`config.mk`:
```
export PLATFORM = sky130hd
export DESIGN_NAME = limc_scan_ctrl
export DESIGN_NICKNAME = d
export VERILOG_FILES = /design/src/rtl/limc_scan_ctrl.sv
export SDC_FILE = /design/constraint.sdc
export NUM_CORES = 1
export LEC_CHECK = 0
export BUFFER_PORTS_ARGS = -buffer_cell sky130_fd_sc_hd__buf_4
export CORE_MARGIN = 5
export CORE_UTILIZATION = 50
export CTS_CLUSTER_DIAMETER = 30
export DETAILED_ROUTE_END_ITERATION = 8
export PLACE_DENSITY = 0.71
export SYNTH_ARGS = -nofsm -noshare
export SYNTH_HDL_FRONTEND = slang
export SYNTH_SLANG_ARGS = --single-unit
```
`constraint.sdc`:
```
create_clock -name clk -period 2.54 [get_ports clk]
set_input_delay 0.254 -clock clk [delete_from_list [all_inputs] [get_ports clk]]
set_output_delay 0.254 -clock clk [all_outputs]
set_load 0.01 [all_outputs]
```
`src/rtl/limc_scan_ctrl.sv`:
```
// limc_scan_ctrl: BIST-style scan controller for the LIMC block.
// Ports: clk, reset (sync, active-high), start; scan_out[4:0] in from chains;
//   scan_in[4:0], scan_enable, test_mode, busy, done, signature[31:0] out.
//   An internal LFSR sources patterns; a MISR compacts scan_out.
module limc_scan_ctrl #(
    parameter int          CHAIN_LEN = 32,
    parameter int          PATTERNS  = 16,
    parameter logic [31:0] SEED      = 32'h1,
    parameter logic [31:0] POLY      = 32'h0040_0007
) (
    input  logic        clk,
    input  logic        reset,
    input  logic        start,
    input  logic [4:0]  scan_out,
    output logic [4:0]  scan_in,
    output logic        scan_enable,
    output logic        test_mode,
    output logic        busy,
    output logic        done,
    output logic [31:0] signature
);

    localparam int BW = $clog2(CHAIN_LEN);
    localparam int PW = $clog2(PATTERNS + 1);
    localparam logic [BW-1:0] BIT_LAST = BW'(CHAIN_LEN - 1);
    localparam logic [PW-1:0] PAT_LAST = PW'(PATTERNS - 1);

    typedef enum logic [2:0] {
        IDLE,
        SHIFT,
        CAPTURE,
        FLUSH,
        DONE
    } state_t;

    state_t          state;
    logic [31:0]     lfsr;
    logic [BW-1:0]   bit_cnt;
    logic [PW-1:0]   pat_cnt;
    logic [31:0]     lfsr_nx;
    logic [31:0]     misr_nx;

    always_comb begin
        lfsr_nx = {lfsr[30:0], 1'b0} ^ (lfsr[31] ? POLY : 32'h0);
        misr_nx = {signature[30:0], 1'b0}
                ^ (signature[31] ? POLY : 32'h0)
                ^ {27'b0, scan_out};
    end

    // scan_in is registered alongside lfsr so that, while in SHIFT,
    // scan_in always equals the low bits of the current lfsr value.
    always_ff @(posedge clk) begin
        if (reset) begin
            state       <= IDLE;
            lfsr        <= SEED;
            bit_cnt     <= '0;
            pat_cnt     <= '0;
            scan_in     <= '0;
            scan_enable <= 1'b0;
            test_mode   <= 1'b0;
            busy        <= 1'b0;
            done        <= 1'b0;
            signature   <= '0;
        end else begin
            done <= 1'b0;
            unique case (state)
                IDLE: begin
                    if (start) begin
                        state       <= SHIFT;
                        lfsr        <= SEED;
                        signature   <= '0;
                        pat_cnt     <= '0;
                        bit_cnt     <= '0;
                        scan_in     <= SEED[4:0];
                        scan_enable <= 1'b1;
                        test_mode   <= 1'b1;
                        busy        <= 1'b1;
                    end
                end
                SHIFT: begin
                    lfsr <= lfsr_nx;
                    // First load only pushes out pre-test chain contents.
                    if (pat_cnt != '0)
                        signature <= misr_nx;
                    if (bit_cnt == BIT_LAST) begin
                        state       <= CAPTURE;
                        bit_cnt     <= '0;
                        scan_in     <= '0;
                        scan_enable <= 1'b0;
                    end else begin
                        bit_cnt <= bit_cnt + 1'b1;
                        scan_in <= lfsr_nx[4:0];
                    end
                end
                CAPTURE: begin
                    pat_cnt     <= pat_cnt + 1'b1;
                    scan_enable <= 1'b1;
                    if (pat_cnt == PAT_LAST) begin
                        state   <= FLUSH;
                        scan_in <= '0;
                    end else begin
                        state   <= SHIFT;
                        scan_in <= lfsr[4:0];
                    end
                end
                FLUSH: begin
                    signature <= misr_nx;
                    if (bit_cnt == BIT_LAST) begin
                        state       <= DONE;
                        bit_cnt     <= '0;
                        scan_enable <= 1'b0;
                        test_mode   <= 1'b0;
                        busy        <= 1'b0;
                        done        <= 1'b1;
                    end else begin
                        bit_cnt <= bit_cnt + 1'b1;
                    end
                end
                DONE: begin
                    state <= IDLE;
                end
                default: begin
                    state <= IDLE;
                end
            endcase
        end
    end

endmodule

```
==> flow_summary.yaml <==
detailed_routing:
  drc: 0
  wl_per_cell_um: 13.63
  firstDrtPassIters: 5
  via_count: 2598
  dr.first_iter.drc_count: 150
  ant_nets: 0
  viasPerCell: 5.469
  totalWireLength_um: 6475
grt:
  grt_first_pass_wirelength_um: 10770
  grt-ovfl-total: 0
  grt_pass1_vias: 2268
  globalRouteTotalUtil: 0.1543
  antenna_found_initial: 0
  grt_max_degree: 33
timing:
  worst_pin_slew_ns: 0.6154
  rsz0062_at_grt: "no"
  fmax_mhz: 527.3
  hold_violations: 0
  setup_ws_ns: 0.6435
  totalNegativeSetupSlack_ns: 0
  hold-worst-slack_ns: 0.2623
  skew_ns: 0.01229
  relSlewSlack: 0.5897
  period_share: 0.7467
  finalSetupViolations: 0
  slew_violations: 0
  final.min_clock_period_ns: 1.897
critical_path:
  endpoint_kind: "register"
  cp_slowest_stage_delay_ns: 0.48
  cpLargestDelayFamily: "simple AND/OR/NAND/NOR gates"
  crit_path_max_fanout: 30
  crit_path_cell_trace: "inv_1 > ha_1 > or4b_4 > o221ai_4 > buf_4 > a22oi_1 > nor2_1"
  path_class: "reg -> reg"
  r2r_start: "pat_cnt[0]"
  start_kind: "register"
  arrival_ns: 2.18
  r2r-end: "signature[3]"
  crit_buf_inv: 2
  worstPathRequired_ns: 2.82
  slowest_stage: "or4b_4"
  rrSetupSlack_ns: 0.64
  ff2ff_path_depth: 7
floorplanning:
  start_util: 0.5207
  die_area_um2: 8424
  std_cell_rows: 29
  die-height_um: 91.79
  core_um2: 6422
  die_w_um: 91.79
  ioPinCount: 49
min_path:
  min-delay-start: "reset"
  holdPathEnd: "pat_cnt[4]"
  hp-class: "in -> reg"
  hold_path_depth: 2
power:
  switchingPower_uw: 581.5
  p_leak_nw: 1.599
  irDropWorstVdd_mv: 0.3660
  powerDensity_nw_per_um2: 671.4
  seqPwrFrac: 0.514
  combPwrFrac: 0.057
  p_int_mw: 2.056
  pwr-share-clk: 0.430
  p_sw_frac: 0.2204
synthesis:
  yosysSeqAreaShare: 0.5088
  yosys_warnings: 0
  syn_avg_cell_area_um2: 9.421
  synth_nets: 370
  synthCells: 355
  netlist_area_um2: 3344
  synth_cell_types: 37
  synth_seq_cells: 85
flow_run:
  cap_violations: 0
clock_network:
  cts_made_buffers: 9
  clock_path_buffers: 2
  cts_tree: "built"
  h-tree-depth: 3
  ctsHoldBuffers: 0
  cts.clk_slew.worst_paths_ns: 0.08
  clk_latency_ns: 0.35
  cts_root_buf: "clkbuf_8"
  clock_sinks: 85
  cts_resized: 0
  post_cts_buffers: 0
status:
  status: "finished clean"
final_layout:
  area_delta_synth_final_pct: 17.47
  num-fill-cells: 554
  stdcell_area_um2: 3929
  drive_above_1_share: 0.1935
  final_cells: 475
  final_cell_mix: "dfxtp_1 (85), nor2_1 (83), a22oi_1 (66), buf_4 (55), a21oi_1 (14)"
  final_nets: 408
  layout_commonest_cell: "dfxtp_1"
  diodes: 0
placed_design:
  portBuffers: 48
  place_congestion: 0.7949
  dpl_cell_area_um2: 3684
  pre_cts_ws_ns: 0.6575
  dp_hpwl_um: 4364
  dp.cells: 459
[stage by stage]
| stage | power [mW] | util |
|---|---|---|
| 2_1_floorplan | 1.499 | - |
| 3_3_place_gp | 1.535 | 0.5735 |
| 3_5_place_dp | 1.536 | 0.5735 |
| 4_1_cts | 2.674 | 0.6117 |
| 5_1_grt | 2.752 | 0.6117 |
| 6_report | 2.638 | 0.6117 |
[synthesized netlist by cell type, drive strengths merged]
cell     number  area, um2
dfxtp        85       1702
nor2         83      311.6
a22oi        66      495.5
clkbuf       19      101.4
a21oi        14      70.07
xor2         11      96.34
buf           9      68.81
inv           8      30.03
ha            7      87.58
nand2         7      26.28
nor3          7      35.03
mux2i         6      60.06
o21ai         4      20.02
and3          3      18.77
nor2b         3      18.77
o211ai        3      22.52
or3b          3      26.28
nand3b        2      15.01
o21bai        2      15.01
xnor2         2      17.52
a2111oi       1      8.760
a211o         1      8.760
a32oi         1      8.760
nand2b        1      6.260
nand3         1      5.000
nor4          1      6.260
o21ba         1      10.01
o221ai        1      26.28
or2           1      6.260
or3           1      6.260
or4b          1      13.76
[worst register-to-register path, stage by stage (launching register included)]
cell and delay, ns:
dfxtp_1 0.35, inv_1 0.07, ha_1 0.13, or4b_4 0.48, o221ai_4 0.22, buf_4 0.34
a22oi_1 0.14, nor2_1 0.11
[area by class of cell]
class / instances / area [um2] / area share
inverters: 8 / 30.03 / 0.007643
clock buffers: 9 / 123.9 / 0.03153
flip-flops and latches: 85 / 1702 / 0.4331
repair buffers: 55 / 412.9 / 0.1051
clock inverters: 7 / 121.4 / 0.03089
well taps: 77 / 96.34 / 0.02452
multi-input cells: 234 / 1443 / 0.3672
[worst max-delay path by stage]
stage,from,to,depth (start not counted)
floorplan,pat_cnt[0],signature[10],7
global placement,pat_cnt[0],signature[3],7
detailed placement,pat_cnt[0],signature[3],7
CTS,pat_cnt[0],signature[3],7
global route,pat_cnt[0],signature[3],7
finish,pat_cnt[0],signature[3],7
[registers in the layout (all words and copies together), names as in the netlist]
register     flops
lfsr            32
bit_cnt          5
scan_enable      1
state            3
signature       32
busy             1
scan_in          5
pat_cnt          5
done             1
[power groups by stage]
stage	Clock [mW]	Combinational, mW	Sequential [mW]
6_report	1.13	0.149	1.35
2_1_floorplan	0	0.111	1.39
3_3_place_gp	0	0.149	1.39
5_1_grt	1.23	0.166	1.36
3_5_place_dp	0	0.150	1.39
4_1_cts	1.17	0.150	1.35
[routing by layer]
| layer | GRT usage | vias to the layer above | wire length [um] | part of all wire |
|---|---|---|---|---|
| met1 | 0.2089 | 1214 | 3141 | 0.49 |
| met2 | 0.2368 | 48 | 2942 | 0.45 |
| met5 | 0 | - | 0 | 0 |
| met3 | 0.03273 | 9 | 281 | 0.043 |
| met4 | 0.07054 | 0 | 110 | 0.017 |
| li1 | - | 1327 | - | - |
[logic make-up (layout without fill, tap and decap cells)]
| kind of cell | count (synthesis) | in the layout | share of synthesized area |
|---|---|---|---|
| and+or+nand+nor | 114 | 114 | 0.1482 |
| AOI/OAI and AO/OA | 94 | 94 | 0.2050 |
| DFF | 85 | 85 | 0.5088 |
| buffers and inverters | 36 | 79 | 0.05986 |
| xor gates and xnor gates | 13 | 13 | 0.03404 |
| adders and majority gates | 7 | 7 | 0.02619 |
| muxes | 6 | 6 | 0.01796 |
(Power assumes the default switching activity.)
